===== src/rtl/brick_collision_unit_pkg.sv =====
// Shared brick-field geometry, starting health table and controller states for the breakout
// brick collision logic.
package breakout_pkg;

    localparam int ANCHOR_LEFT = 2;
    localparam int ANCHOR_TOP  = 4;
    localparam int PITCH_X     = 20;
    localparam int PITCH_Y     = 12;
    localparam int BRICK_W     = 16;
    localparam int BRICK_H     = 8;
    localparam int N_COLS      = 8;
    localparam int N_ROWS      = 4;
    localparam int N_BRICKS    = N_COLS * N_ROWS;

    // Starting health by row: entry 0 is the top row.
    localparam logic [N_ROWS-1:0][2:0] ROW_HEALTH = {3'd1, 3'd2, 3'd3, 3'd4};

    typedef enum logic [2:0] {
        ST_IDLE,
        ST_LATCH,
        ST_SCAN,
        ST_RESOLVE,
        ST_REPORT
    } state_t;

    function automatic logic [7:0] brick_left(input logic [2:0] col);
        return 8'(ANCHOR_LEFT + PITCH_X * int'(col));
    endfunction

    function automatic logic [7:0] brick_top(input logic [1:0] row);
        return 8'(ANCHOR_TOP + PITCH_Y * int'(row));
    endfunction

    function automatic logic [2:0] row_health(input logic [1:0] row);
        return ROW_HEALTH[row];
    endfunction

endpackage


===== src/rtl/brick_collision_unit_if.sv =====
// Update request and hit/bounce result bundle between the ball logic, the renderer and the
// collision unit.
interface brick_collision_unit_if;
    logic       update_br;
    logic [7:0] X_IN;
    logic [7:0] Y_IN;
    logic       BOUNCE_LEFT;
    logic       BOUNCE_RIGHT;
    logic       BOUNCE_UP;
    logic       BOUNCE_DOWN;
    logic [7:0] COLLISION_X_OUT;
    logic [7:0] COLLISION_Y_OUT;
    logic       HIT_VALID;
    logic [4:0] HIT_INDEX;
    logic [2:0] HIT_HEALTH;
    logic [5:0] BRICKS_LEFT;
    logic       CLEARED;
    logic       BUSY;
    logic       DONE;

    modport master (
        output update_br, X_IN, Y_IN,
        input  BOUNCE_LEFT, BOUNCE_RIGHT, BOUNCE_UP, BOUNCE_DOWN,
        input  COLLISION_X_OUT, COLLISION_Y_OUT, HIT_VALID, HIT_INDEX, HIT_HEALTH,
        input  BRICKS_LEFT, CLEARED, BUSY, DONE
    );

    modport slave (
        input  update_br, X_IN, Y_IN,
        output BOUNCE_LEFT, BOUNCE_RIGHT, BOUNCE_UP, BOUNCE_DOWN,
        output COLLISION_X_OUT, COLLISION_Y_OUT, HIT_VALID, HIT_INDEX, HIT_HEALTH,
        output BRICKS_LEFT, CLEARED, BUSY, DONE
    );
endinterface


===== src/rtl/brick_collision_unit_hit_test.sv =====
// Combinational overlap test of one brick against the ball box, plus the struck face derived
// from where the ball was on the previous update.
module brick_hit_test
    import breakout_pkg::*;
(
    input  logic [4:0] brick_idx,
    input  logic [8:0] ball_x0,
    input  logic [8:0] ball_x1,
    input  logic [8:0] ball_y0,
    input  logic [8:0] ball_y1,
    input  logic [8:0] prev_x0,
    input  logic [8:0] prev_x1,
    input  logic [8:0] prev_y0,
    input  logic [8:0] prev_y1,
    output logic       overlap,
    output logic       face_up,
    output logic       face_down,
    output logic       face_left,
    output logic       face_right
);
    logic [8:0] edge_l, edge_r, edge_t, edge_b;
    logic       prev_x_ov, prev_y_ov, vert, horiz;

    assign edge_l = {1'b0, brick_left(brick_idx[2:0])};
    assign edge_t = {1'b0, brick_top(brick_idx[4:3])};
    assign edge_r = edge_l + 9'(BRICK_W - 1);
    assign edge_b = edge_t + 9'(BRICK_H - 1);

    assign overlap = (ball_x1 >= edge_l) && (ball_x0 <= edge_r) &&
                     (ball_y1 >= edge_t) && (ball_y0 <= edge_b);

    assign prev_x_ov = (prev_x1 >= edge_l) && (prev_x0 <= edge_r);
    assign prev_y_ov = (prev_y1 >= edge_t) && (prev_y0 <= edge_b);

    // Column overlap wins over row overlap; with neither, the corner was struck on both axes.
    assign vert  = prev_x_ov || !prev_y_ov;
    assign horiz = !prev_x_ov;

    assign face_up    = vert  && (prev_y1 < edge_t);
    assign face_down  = vert  && !(prev_y1 < edge_t);
    assign face_left  = horiz && (prev_x1 < edge_l);
    assign face_right = horiz && !(prev_x1 < edge_l);
endmodule


===== src/rtl/brick_collision_unit.sv =====
// Brick collision controller: latches the ball on update_br, scans all bricks for the first
// overlap, decrements its health and reports bounce direction and hit details.
module brick_collision_unit
    import breakout_pkg::*;
#(
    parameter int BALL_SIZE = 2
) (
    input  logic                    CLOCK_50,
    input  logic                    RESETN,
    brick_collision_unit_if.slave   bif
);
    state_t     state;
    logic [4:0] scan_idx, hit_idx, test_idx;
    logic       hit_found;
    logic [7:0] cur_x, cur_y, prev_x, prev_y;
    logic       prev_valid, have_cur;
    logic [2:0] health [N_BRICKS];
    logic [5:0] bricks_left;
    logic [3:0] face_q;
    logic       bounce_up, bounce_down, bounce_left, bounce_right;
    logic [7:0] coll_x, coll_y;
    logic       hit_valid, busy, done;
    logic [4:0] hit_index;
    logic [2:0] hit_health;

    logic [8:0] ball_x0, ball_x1, ball_y0, ball_y1;
    logic [8:0] prev_x0, prev_x1, prev_y0, prev_y1;
    logic       overlap, f_up, f_down, f_left, f_right, brick_hit;

    assign ball_x0 = {1'b0, cur_x};
    assign ball_y0 = {1'b0, cur_y};
    assign ball_x1 = ball_x0 + 9'(BALL_SIZE - 1);
    assign ball_y1 = ball_y0 + 9'(BALL_SIZE - 1);
    assign prev_x0 = {1'b0, prev_x};
    assign prev_y0 = {1'b0, prev_y};
    assign prev_x1 = prev_x0 + 9'(BALL_SIZE - 1);
    assign prev_y1 = prev_y0 + 9'(BALL_SIZE - 1);

    // The single tester walks the scan, then is pointed at the captured brick to resolve the face.
    assign test_idx  = (state == ST_RESOLVE) ? hit_idx : scan_idx;
    assign brick_hit = overlap && (health[test_idx] != 3'd0);

    brick_hit_test u_hit_test (
        .brick_idx  (test_idx),
        .ball_x0    (ball_x0),
        .ball_x1    (ball_x1),
        .ball_y0    (ball_y0),
        .ball_y1    (ball_y1),
        .prev_x0    (prev_x0),
        .prev_x1    (prev_x1),
        .prev_y0    (prev_y0),
        .prev_y1    (prev_y1),
        .overlap    (overlap),
        .face_up    (f_up),
        .face_down  (f_down),
        .face_left  (f_left),
        .face_right (f_right)
    );

    always_ff @(posedge CLOCK_50 or negedge RESETN) begin
        if (!RESETN) begin
            state        <= ST_IDLE;
            scan_idx     <= '0;
            hit_idx      <= '0;
            hit_found    <= 1'b0;
            cur_x        <= '0;
            cur_y        <= '0;
            prev_x       <= '0;
            prev_y       <= '0;
            prev_valid   <= 1'b0;
            have_cur     <= 1'b0;
            bricks_left  <= 6'(N_BRICKS);
            face_q       <= '0;
            bounce_up    <= 1'b0;
            bounce_down  <= 1'b0;
            bounce_left  <= 1'b0;
            bounce_right <= 1'b0;
            coll_x       <= '0;
            coll_y       <= '0;
            hit_valid    <= 1'b0;
            hit_index    <= '0;
            hit_health   <= '0;
            busy         <= 1'b0;
            done         <= 1'b0;
            for (int i = 0; i < N_BRICKS; i++) begin
                health[i] <= row_health(2'(i >> 3));
            end
        end else begin
            done         <= 1'b0;
            hit_valid    <= 1'b0;
            bounce_up    <= 1'b0;
            bounce_down  <= 1'b0;
            bounce_left  <= 1'b0;
            bounce_right <= 1'b0;
            case (state)
                ST_IDLE: begin
                    if (bif.update_br) begin
                        busy  <= 1'b1;
                        state <= ST_LATCH;
                    end
                end
                ST_LATCH: begin
                    prev_x     <= cur_x;
                    prev_y     <= cur_y;
                    prev_valid <= have_cur;
                    have_cur   <= 1'b1;
                    cur_x      <= bif.X_IN;
                    cur_y      <= bif.Y_IN;
                    hit_found  <= 1'b0;
                    scan_idx   <= '0;
                    state      <= ST_SCAN;
                end
                ST_SCAN: begin
                    if (brick_hit && !hit_found) begin
                        hit_found <= 1'b1;
                        hit_idx   <= scan_idx;
                    end
                    if (scan_idx == 5'(N_BRICKS - 1)) state <= ST_RESOLVE;
                    else                              scan_idx <= scan_idx + 5'd1;
                end
                ST_RESOLVE: begin
                    if (hit_found) begin
                        health[hit_idx] <= health[hit_idx] - 3'd1;
                        if (health[hit_idx] == 3'd1) bricks_left <= bricks_left - 6'd1;
                        // No earlier position to compare against: assume the ball came from below.
                        face_q <= prev_valid ? {f_up, f_down, f_left, f_right} : 4'b0100;
                    end
                    busy  <= 1'b0;
                    state <= ST_REPORT;
                end
                ST_REPORT: begin
                    done <= 1'b1;
                    if (hit_found) begin
                        hit_valid    <= 1'b1;
                        bounce_up    <= face_q[3];
                        bounce_down  <= face_q[2];
                        bounce_left  <= face_q[1];
                        bounce_right <= face_q[0];
                        coll_x       <= brick_left(hit_idx[2:0]);
                        coll_y       <= brick_top(hit_idx[4:3]);
                        hit_index    <= hit_idx;
                        hit_health   <= health[hit_idx];
                    end
                    state <= ST_IDLE;
                end
                default: state <= ST_IDLE;
            endcase
        end
    end

    assign bif.BOUNCE_UP       = bounce_up;
    assign bif.BOUNCE_DOWN     = bounce_down;
    assign bif.BOUNCE_LEFT     = bounce_left;
    assign bif.BOUNCE_RIGHT    = bounce_right;
    assign bif.COLLISION_X_OUT = coll_x;
    assign bif.COLLISION_Y_OUT = coll_y;
    assign bif.HIT_VALID       = hit_valid;
    assign bif.HIT_INDEX       = hit_index;
    assign bif.HIT_HEALTH      = hit_health;
    assign bif.BRICKS_LEFT     = bricks_left;
    assign bif.CLEARED         = (bricks_left == 6'd0);
    assign bif.BUSY            = busy;
    assign bif.DONE            = done;
endmodule

===== src/flat_wrapper.sv =====
// flat-port wrapper written by rule: the top's interface ports become plain ports
module brick_collision_unit_flat import breakout_pkg::*;
#(
    parameter int BALL_SIZE = 2
)
  (CLOCK_50, RESETN, bif_update_br, bif_X_IN, bif_Y_IN, bif_BOUNCE_LEFT, bif_BOUNCE_RIGHT, bif_BOUNCE_UP, bif_BOUNCE_DOWN, bif_COLLISION_X_OUT, bif_COLLISION_Y_OUT, bif_HIT_VALID, bif_HIT_INDEX, bif_HIT_HEALTH, bif_BRICKS_LEFT, bif_CLEARED, bif_BUSY, bif_DONE);
  brick_collision_unit_if bif_i ();
  input  logic CLOCK_50;
  input  logic RESETN;
  input wire logic [$bits(bif_i.update_br)-1:0] bif_update_br;
  input wire logic [$bits(bif_i.X_IN)-1:0] bif_X_IN;
  input wire logic [$bits(bif_i.Y_IN)-1:0] bif_Y_IN;
  output wire logic [$bits(bif_i.BOUNCE_LEFT)-1:0] bif_BOUNCE_LEFT;
  output wire logic [$bits(bif_i.BOUNCE_RIGHT)-1:0] bif_BOUNCE_RIGHT;
  output wire logic [$bits(bif_i.BOUNCE_UP)-1:0] bif_BOUNCE_UP;
  output wire logic [$bits(bif_i.BOUNCE_DOWN)-1:0] bif_BOUNCE_DOWN;
  output wire logic [$bits(bif_i.COLLISION_X_OUT)-1:0] bif_COLLISION_X_OUT;
  output wire logic [$bits(bif_i.COLLISION_Y_OUT)-1:0] bif_COLLISION_Y_OUT;
  output wire logic [$bits(bif_i.HIT_VALID)-1:0] bif_HIT_VALID;
  output wire logic [$bits(bif_i.HIT_INDEX)-1:0] bif_HIT_INDEX;
  output wire logic [$bits(bif_i.HIT_HEALTH)-1:0] bif_HIT_HEALTH;
  output wire logic [$bits(bif_i.BRICKS_LEFT)-1:0] bif_BRICKS_LEFT;
  output wire logic [$bits(bif_i.CLEARED)-1:0] bif_CLEARED;
  output wire logic [$bits(bif_i.BUSY)-1:0] bif_BUSY;
  output wire logic [$bits(bif_i.DONE)-1:0] bif_DONE;
  assign bif_i.update_br = bif_update_br;
  assign bif_i.X_IN = bif_X_IN;
  assign bif_i.Y_IN = bif_Y_IN;
  assign bif_BOUNCE_LEFT = bif_i.BOUNCE_LEFT;
  assign bif_BOUNCE_RIGHT = bif_i.BOUNCE_RIGHT;
  assign bif_BOUNCE_UP = bif_i.BOUNCE_UP;
  assign bif_BOUNCE_DOWN = bif_i.BOUNCE_DOWN;
  assign bif_COLLISION_X_OUT = bif_i.COLLISION_X_OUT;
  assign bif_COLLISION_Y_OUT = bif_i.COLLISION_Y_OUT;
  assign bif_HIT_VALID = bif_i.HIT_VALID;
  assign bif_HIT_INDEX = bif_i.HIT_INDEX;
  assign bif_HIT_HEALTH = bif_i.HIT_HEALTH;
  assign bif_BRICKS_LEFT = bif_i.BRICKS_LEFT;
  assign bif_CLEARED = bif_i.CLEARED;
  assign bif_BUSY = bif_i.BUSY;
  assign bif_DONE = bif_i.DONE;
  brick_collision_unit #(.BALL_SIZE(BALL_SIZE)) u_core (.CLOCK_50(CLOCK_50), .RESETN(RESETN), .bif(bif_i));
endmodule

===== config.mk =====
export PLATFORM = sky130hd
export DESIGN_NAME = brick_collision_unit_flat
export DESIGN_NICKNAME = d
export VERILOG_FILES = /design/src/rtl/brick_collision_unit_pkg.sv /design/src/rtl/brick_collision_unit_if.sv /design/src/rtl/brick_collision_unit_hit_test.sv /design/src/rtl/brick_collision_unit.sv /design/src/flat_wrapper.sv
export SDC_FILE = /design/constraint.sdc
export NUM_CORES = 1
export LEC_CHECK = 0
export BUFFER_PORTS_ARGS = -buffer_cell sky130_fd_sc_hd__buf_2
export CAP_MARGIN = 20
export CORE_MARGIN = 5
export CORE_UTILIZATION = 48
export CTS_CLUSTER_DIAMETER = 80
export DETAILED_ROUTE_END_ITERATION = 8
export GPL_ROUTABILITY_DRIVEN = 0
export PLACE_DENSITY = 0.65
export SYNTH_ARGS = -nofsm -noshare
export SYNTH_HDL_FRONTEND = slang
export SYNTH_SLANG_ARGS = --single-unit

===== constraint.sdc =====
create_clock -name CLOCK_50 -period 10.8 [get_ports CLOCK_50]
set_input_delay 0 -clock CLOCK_50 [delete_from_list [all_inputs] [get_ports CLOCK_50]]
set_output_delay 0 -clock CLOCK_50 [all_outputs]
set_load 0.005 [all_outputs]

# [Yosys cells after proc, flatten, opt, wreduce, memory -nomap -nowiden]
# Cells that the tools add are included.
[totals] ff_bits=185 inputBits=19 elab_cells=159
[classes] add_sub_neg=13 n_mul=4 n_lt_le_gt_ge=13 eq_ne=10 mux=31 n_bitwise=2 reduce_logical=31
[ops] cell="bitwise mux 96 bit" n=1
[ops] cell="adder 8 x 1 -> 9 bit (second input constant)" n=4
[ops] cell="binary-select mux 3 bit (select 5 bit)" n=2
[ops] cell="2-to-1 mux 3 bit" n=7
[ops] cell="greater-or-equal comparator 9 x 7 -> 1 bit" n=2
[ops] cell="greater-or-equal comparator 9 x 8 -> 1 bit" n=2
[ops] cell="less-or-equal comparator 8 x 9 -> 1 bit" n=2
[ops] cell="adder 3 x 8 -> 8 bit (first input constant)" n=2
[ops] cell="less-or-equal comparator 8 bit" n=2
[ops] cell="demux 3 bit (select 5 bit)" n=1
[ops] cell="AND reduction 2 bit" n=7
[ops] cell="2-to-1 mux 1 bit" n=13
[ops] cell="greater-or-equal comparator 6 bit (second input constant)" n=2
[ops] cell="logical AND 1 bit" n=12
[ops] cell="multiplier 3 x 3 -> 6 bit (first input constant)" n=2
[ops] cell="inverter 5 -> 6 bit" n=2
[ops] cell="case mux 3 bit (4 select lines)" n=1
[ops] cell="2-to-1 mux 5 bit" n=2
[ops] cell="case mux 5 bit (2 select lines)" n=1
[ops] cell="adder 8 x 4 -> 9 bit (second input constant)" n=1
[ops] cell="less-than comparator 9 x 7 -> 1 bit" n=1
[ops] cell="less-than comparator 9 x 8 -> 1 bit" n=1
[ops] cell="adder 4 x 8 -> 8 bit (first input constant)" n=1
[ops] cell="adder 7 x 3 -> 8 bit (second input constant)" n=1
[ops] cell="21 further kinds" n=32

# [Depth between registers and ports, before layout]
[logic_depth] depth_word=13 mapped_depth=17 mapped_depth_nobuf=15

# [Hierarchy]
# Synthesis repeated with hierarchy kept, for this count alone.
[hier_totals] cells_unflattened=947 area_unflattened_um2=10371.2
[by_module_without_submodules] mod="brick_collision_unit" n_inst=1 cells_each=786 area_each_um2=9059.9 seq_area_each_um2=4530.6
[by_module_without_submodules] mod="brick_hit_test" n_inst=1 cells_each=161 area_each_um2=1311.3 seq_area_each_um2=0.0

# [Worst setup path after synthesis]
# Ideal clock, no wire load.
[synth_path] kind="reg2reg" from="register u_core.hit_idx[0]" to="register u_core.hit_idx[1]" setup_ns=0.125 arrival_ns=3.511 required_ns=10.675 slack_ns=7.165 path_stages_with_launch=17 path_buffers=2 path_cell_list="dfrtp_1 buf_6 and4b_1 a21oi_4 inv_2 buf_6 ha_1 xnor2_1 ha_1 xnor2_1 ha_1 and4_1 and3_1 o21bai_1 a22oi_1 nand4_1 mux2_2"
[synth_via] elab_chain_len=11 elab_cells_between_ends=17
[synth_rtl] item="start, declared" line_no="brick_collision_unit.sv:13" text="logic [4:0] scan_idx, hit_idx, test_idx;"
[synth_rtl] item="start signal, assigned" line_no="brick_collision_unit.sv:116" text="hit_idx <= scan_idx;"
[synth_rtl] item="2-to-1 mux 5 bit *" line_no="brick_collision_unit.sv:40" text="assign test_idx = (state == ST_RESOLVE) ? hit_idx : scan_idx;"
[synth_rtl] item="multiplier 3 x 3 -> 6 bit" line_no="brick_collision_unit_pkg.sv:27" text="return 8'(ANCHOR_LEFT + PITCH_X * int'(col));"
[synth_rtl] item="adder 3 x 8 -> 8 bit" line_no="brick_collision_unit_pkg.sv:27"
[synth_rtl] item="adder 8 x 4 -> 9 bit" line_no="brick_collision_unit_hit_test.sv:26" text="assign edge_r = edge_l + 9'(BRICK_W - 1);"
[synth_rtl] item="less-or-equal comparator 8 x 9 -> 1 bit" line_no="brick_collision_unit_hit_test.sv:29" text="assign overlap = (ball_x1 >= edge_l) && (ball_x0 <= edge_r) &&"
[synth_rtl] item="logical AND 1 bit (2 in series)" line_no="brick_collision_unit_hit_test.sv:29"
[synth_rtl] item="logical AND 1 bit" line_no="brick_collision_unit_hit_test.sv:30" text="(ball_y1 >= edge_t) && (ball_y0 <= edge_b);"
[synth_rtl] item="logical AND 1 bit *" line_no="brick_collision_unit.sv:41" text="assign brick_hit = overlap && (health[test_idx] != 3'd0);"
[synth_rtl] item="logical AND 1 bit *" line_no="brick_collision_unit.sv:114" text="if (brick_hit && !hit_found) begin"
[synth_rtl] item="AND reduction 2 bit (no line) *"
# Mark *: on every way between the ends. The rest lies on a longest branch, timed or not. The select of a mux whose other input is x is not followed.
# A chain may end at the register's enable or synchronous reset.

# [Worst setup path in the final report]
[layout_path] from="register u_core.state[0]" to="register u_core.hit_idx[1]"
[layout_via] elab_chain_len=12 elab_cells_between_ends=24
[layout_rtl] item="start, declared" line_no="brick_collision_unit.sv:12" text="state_t state;"
[layout_rtl] item="start signal, assigned" line_no="brick_collision_unit.sv:62" text="state <= ST_IDLE;"
[layout_rtl] item="start signal, assigned" line_no="brick_collision_unit.sv:99" text="state <= ST_LATCH;"
[layout_rtl] item="start signal, assigned" line_no="brick_collision_unit.sv:111" text="state <= ST_SCAN;"
[layout_rtl] item="equality test 3 x 2 -> 1 bit" line_no="brick_collision_unit.sv:40"
[layout_rtl] item="2-to-1 mux 5 bit" line_no="brick_collision_unit.sv:40"
[layout_rtl] item="multiplier 3 x 3 -> 6 bit" line_no="brick_collision_unit_pkg.sv:27"
[layout_rtl] item="adder 3 x 8 -> 8 bit" line_no="brick_collision_unit_pkg.sv:27"
[layout_rtl] item="adder 8 x 4 -> 9 bit" line_no="brick_collision_unit_hit_test.sv:26"
[layout_rtl] item="less-or-equal comparator 8 x 9 -> 1 bit" line_no="brick_collision_unit_hit_test.sv:29"
[layout_rtl] item="logical AND 1 bit (2 in series)" line_no="brick_collision_unit_hit_test.sv:29"
[layout_rtl] item="logical AND 1 bit" line_no="brick_collision_unit_hit_test.sv:30"
[layout_rtl] item="logical AND 1 bit" line_no="brick_collision_unit.sv:41"
[layout_rtl] item="logical AND 1 bit" line_no="brick_collision_unit.sv:114"
[layout_rtl] item="AND reduction 2 bit (no line) *"
# Marks and branches as above.

==> metrics <==
number of synthesized register bits 179; RSZ-0062 raised after global routing false; share of the synthesized area in the top cell type 33.8%; share of cells above drive strength 1 33.1%; Post-Synth Simple-Gate Area 10.9%; drt pass-1 iters 5; I/O pin count 57; total core area around 21000 µm²; max-slew violation count 0; Area contributors post-synth dfrtp_1 (34%), mux2_2 (15%), dfstp_2 (11%), ha_1 (7.2%), mux4_2 (6.6%); Chip Width 156 µm; post-route minimum period 4.96 ns; post-synth cell types 72; Worst VDD drop 0.000127 V; Total GRT Usage 20.7%; commonest cells in the netlist dfrtp_1 (138), mux2_2 (136), ha_1 (59), nand2_1 (48), nor2_1 (46); Post-DRT Antenna Nets 0; Post-Place Setup Slack 5.95 ns; post-synthesis xor/xnor area fraction approximately 2.7%; hold crit path type input port to asynchronous set/reset pin; largest family of logic cells by synthesized area multiplexers; gr ovfl total 0; status complete, no violations; post-DP HPWL 16900 µm; number of synthesized flops with an enable pin 0; WL final 24500 µm; P&R area growth vs syn 12.6%; diode count 0; IO buf count 52; max incr delay on CP 0.69 ns; relative slew slack a little under two fifths; Synth async-reset ratio 100%; Mapped Area 10200 µm²; WP data arrival 5.29 ns; Final Setup Violations 0; CP Class flop to flop; CTS buffer count 17; startpoint type of the worst setup path flop; Syn Area/Cell 11.7 µm²; sequential share of the synthesized area approximately 44%; clock skew ~0.010 ns; largest area contributor in the netlist dfrtp_1; Top FF cell, synth dfrtp_1; Post-Synth Adder-Cell Area 7.33%; # DRC 0; count leader, synth dfrtp_1; setup ws final 5.84 ns; final period utilization 45.9%; TritonCTS sink count 179; slowest CP cell dfrtp_1; Initial Util slightly below 50%; htree depth 4; YS warnings 0; Post-DP Area 10600 µm²; Cell Rows 53; DRT iter0 DRCs between 500 and 600; post-route cell area ~11000 µm²; Crit. End Element flop; clk slew on worst S/H paths ~0.070 ns; die area between 20000 and 25000 µm²; first-pass GRT wire length approximately 40000 µm; CP dominant cell by count ha_1; CTS tree built; PD cells 229 nW/µm²; setup TNS 0 ns; Final Hold Viols 0; post-synthesis compound-gate area fraction 8.31%; largest net degree at the start of global routing 110; Finished Core Util a little over half; Clock Path Buffers 2; fmax 0.202 GHz; Final #Nets 999; drt wl/cell 20.2 µm; detailed-route via count 7140; Critical Path Fanout Max 19; Top delay family on crit path simple AND/OR/NAND/NOR gates; Die H approximately 160 µm; Worst Tran Pin Value 0.941 ns; Clock Latency Late Sink 0.44 ns; worst path buffer plus inverter count 1; Via density 5.91; mux cell area share after synthesis 22.8%; vias in the first global route 7157; cells after synthesis between 800 and 900; initial antenna violation count 0; crit path cell chain nand3b_2 > a21oi_4 > inv_2 > ha_1 > xnor2_1 > ha_1 > xnor2_1 > ha_1 > and4_1 > and3_1 > o21bai_1 > a22oi_1 > nand4_1 > mux2_2; leakage roughly 5.2 nW; Clock Tree Root clkbuf_16; cts repair resizes 0; Worst EP required 11.13 ns; max-cap violations 0
cell usage in the layout, fill, tap and decap left out, types with 22 or more instances in the layout:
master	n
a21oi_1	25
buf_2	51
mux4_2	30
o21ai_0	35
nor3_1	22
dfstp_2	41
dfrtp_1	137
inv_1	27
mux2_2	136
nand2_1	48
ha_1	59
nand3_1	23
nor2_1	46
logic make-up (layout without fill, tap and decap cells):
group                      after synthesis  count (layout)
buffers and inverters                   77             138
AOI/OAI and AO/OA                      127             127
other                                    1               4
DFF                                    179             179
adders and majority gates               60              60
and+or+nand+nor                        216             216
muxes                                  178             178
xor gates and xnor gates                32              32
path summary, 6_finish.rpt:
| kind | depth (start not counted) | start | endpoint | slack, ns |
|---|---|---|---|---|
| max reg2reg | 14 | u_core.state[0] | u_core.hit_idx[1] | 5.84 |
| min | 2 | RESETN | u_core.prev_y[2] | 0.07 |
| max in group asynchronous | 3 | RESETN | u_core.hit_idx[0] | 9.42 |
| max | 14 | u_core.state[0] | u_core.hit_idx[1] | 5.84 |
| min reg2reg | 1 | u_core.bif.COLLISION_X_OUT[1] | u_core.bif.COLLISION_X_OUT[1] | 0.46 |
| min in group CLOCK_50 | 3 | bif_Y_IN[7] | u_core.cur_y[7] | 0.33 |
timing repair:
item                                   4_1_cts  5_1_grt
hold buffers                                18        0
endpoints found under the hold margin      109        0
buffers inserted                             0        0
state kept, by name, indices dropped and copies added (netlist names), 3 cells and up:
name,count
u_core.health,96
u_core.prev_x,8
u_core.bif.BRICKS_LEFT,6
u_core.state,3
u_core.bif.HIT_HEALTH,3
u_core.scan_idx,5
u_core.bif.COLLISION_Y_OUT,5
u_core.cur_x,8
u_core.face_q,4
u_core.prev_y,8
u_core.bif.HIT_INDEX,5
u_core.hit_idx,5
u_core.bif.COLLISION_X_OUT,5
u_core.cur_y,8
power breakdown:
part / switching, W / leakage (nW) / internal, W
clock: 0.000297 / 0.297 / 0.000337
combinational: 0.000590 / 2.63 / 0.000467
sequential: 0.000173 / 2.27 / 0.000768
total: 0.00106 / 5.19 / 0.00157
metal layers:
layer | GRT usage (%) | vias to the layer above | wire length [µm]
li1 | - | 3308 | -
met1 | 29.8 | 3612 | 11500
met2 | 32.4 | 181 | 11400
met3 | 3.72 | 39 | 1100
met4 | 5.75 | 0 | 482
met5 | 0 | - | 0
final cells by class:
cell class	count	area [µm²]
Multi-Input combinational cell	617	5360
Fill cell	1754	9470
Sequential cell	179	4530
Tap cell	275	344
Timing Repair Buffer	76	532
Clock inverter	13	161
Clock buffer	19	443
Inverter	30	113
per-stage QoR:
step,total power (W),std cells,hold WS [ns]
after global placement,0.00195,1157,0.200
after global routing,0.00281,1209,0.120
after detailed placement,0.00197,1157,0.205
final,0.00263,1209,0.0680
after CTS,0.00262,1207,0.297
after floorplan,0.00168,873,-0.296
(Power assumes the default switching activity.)
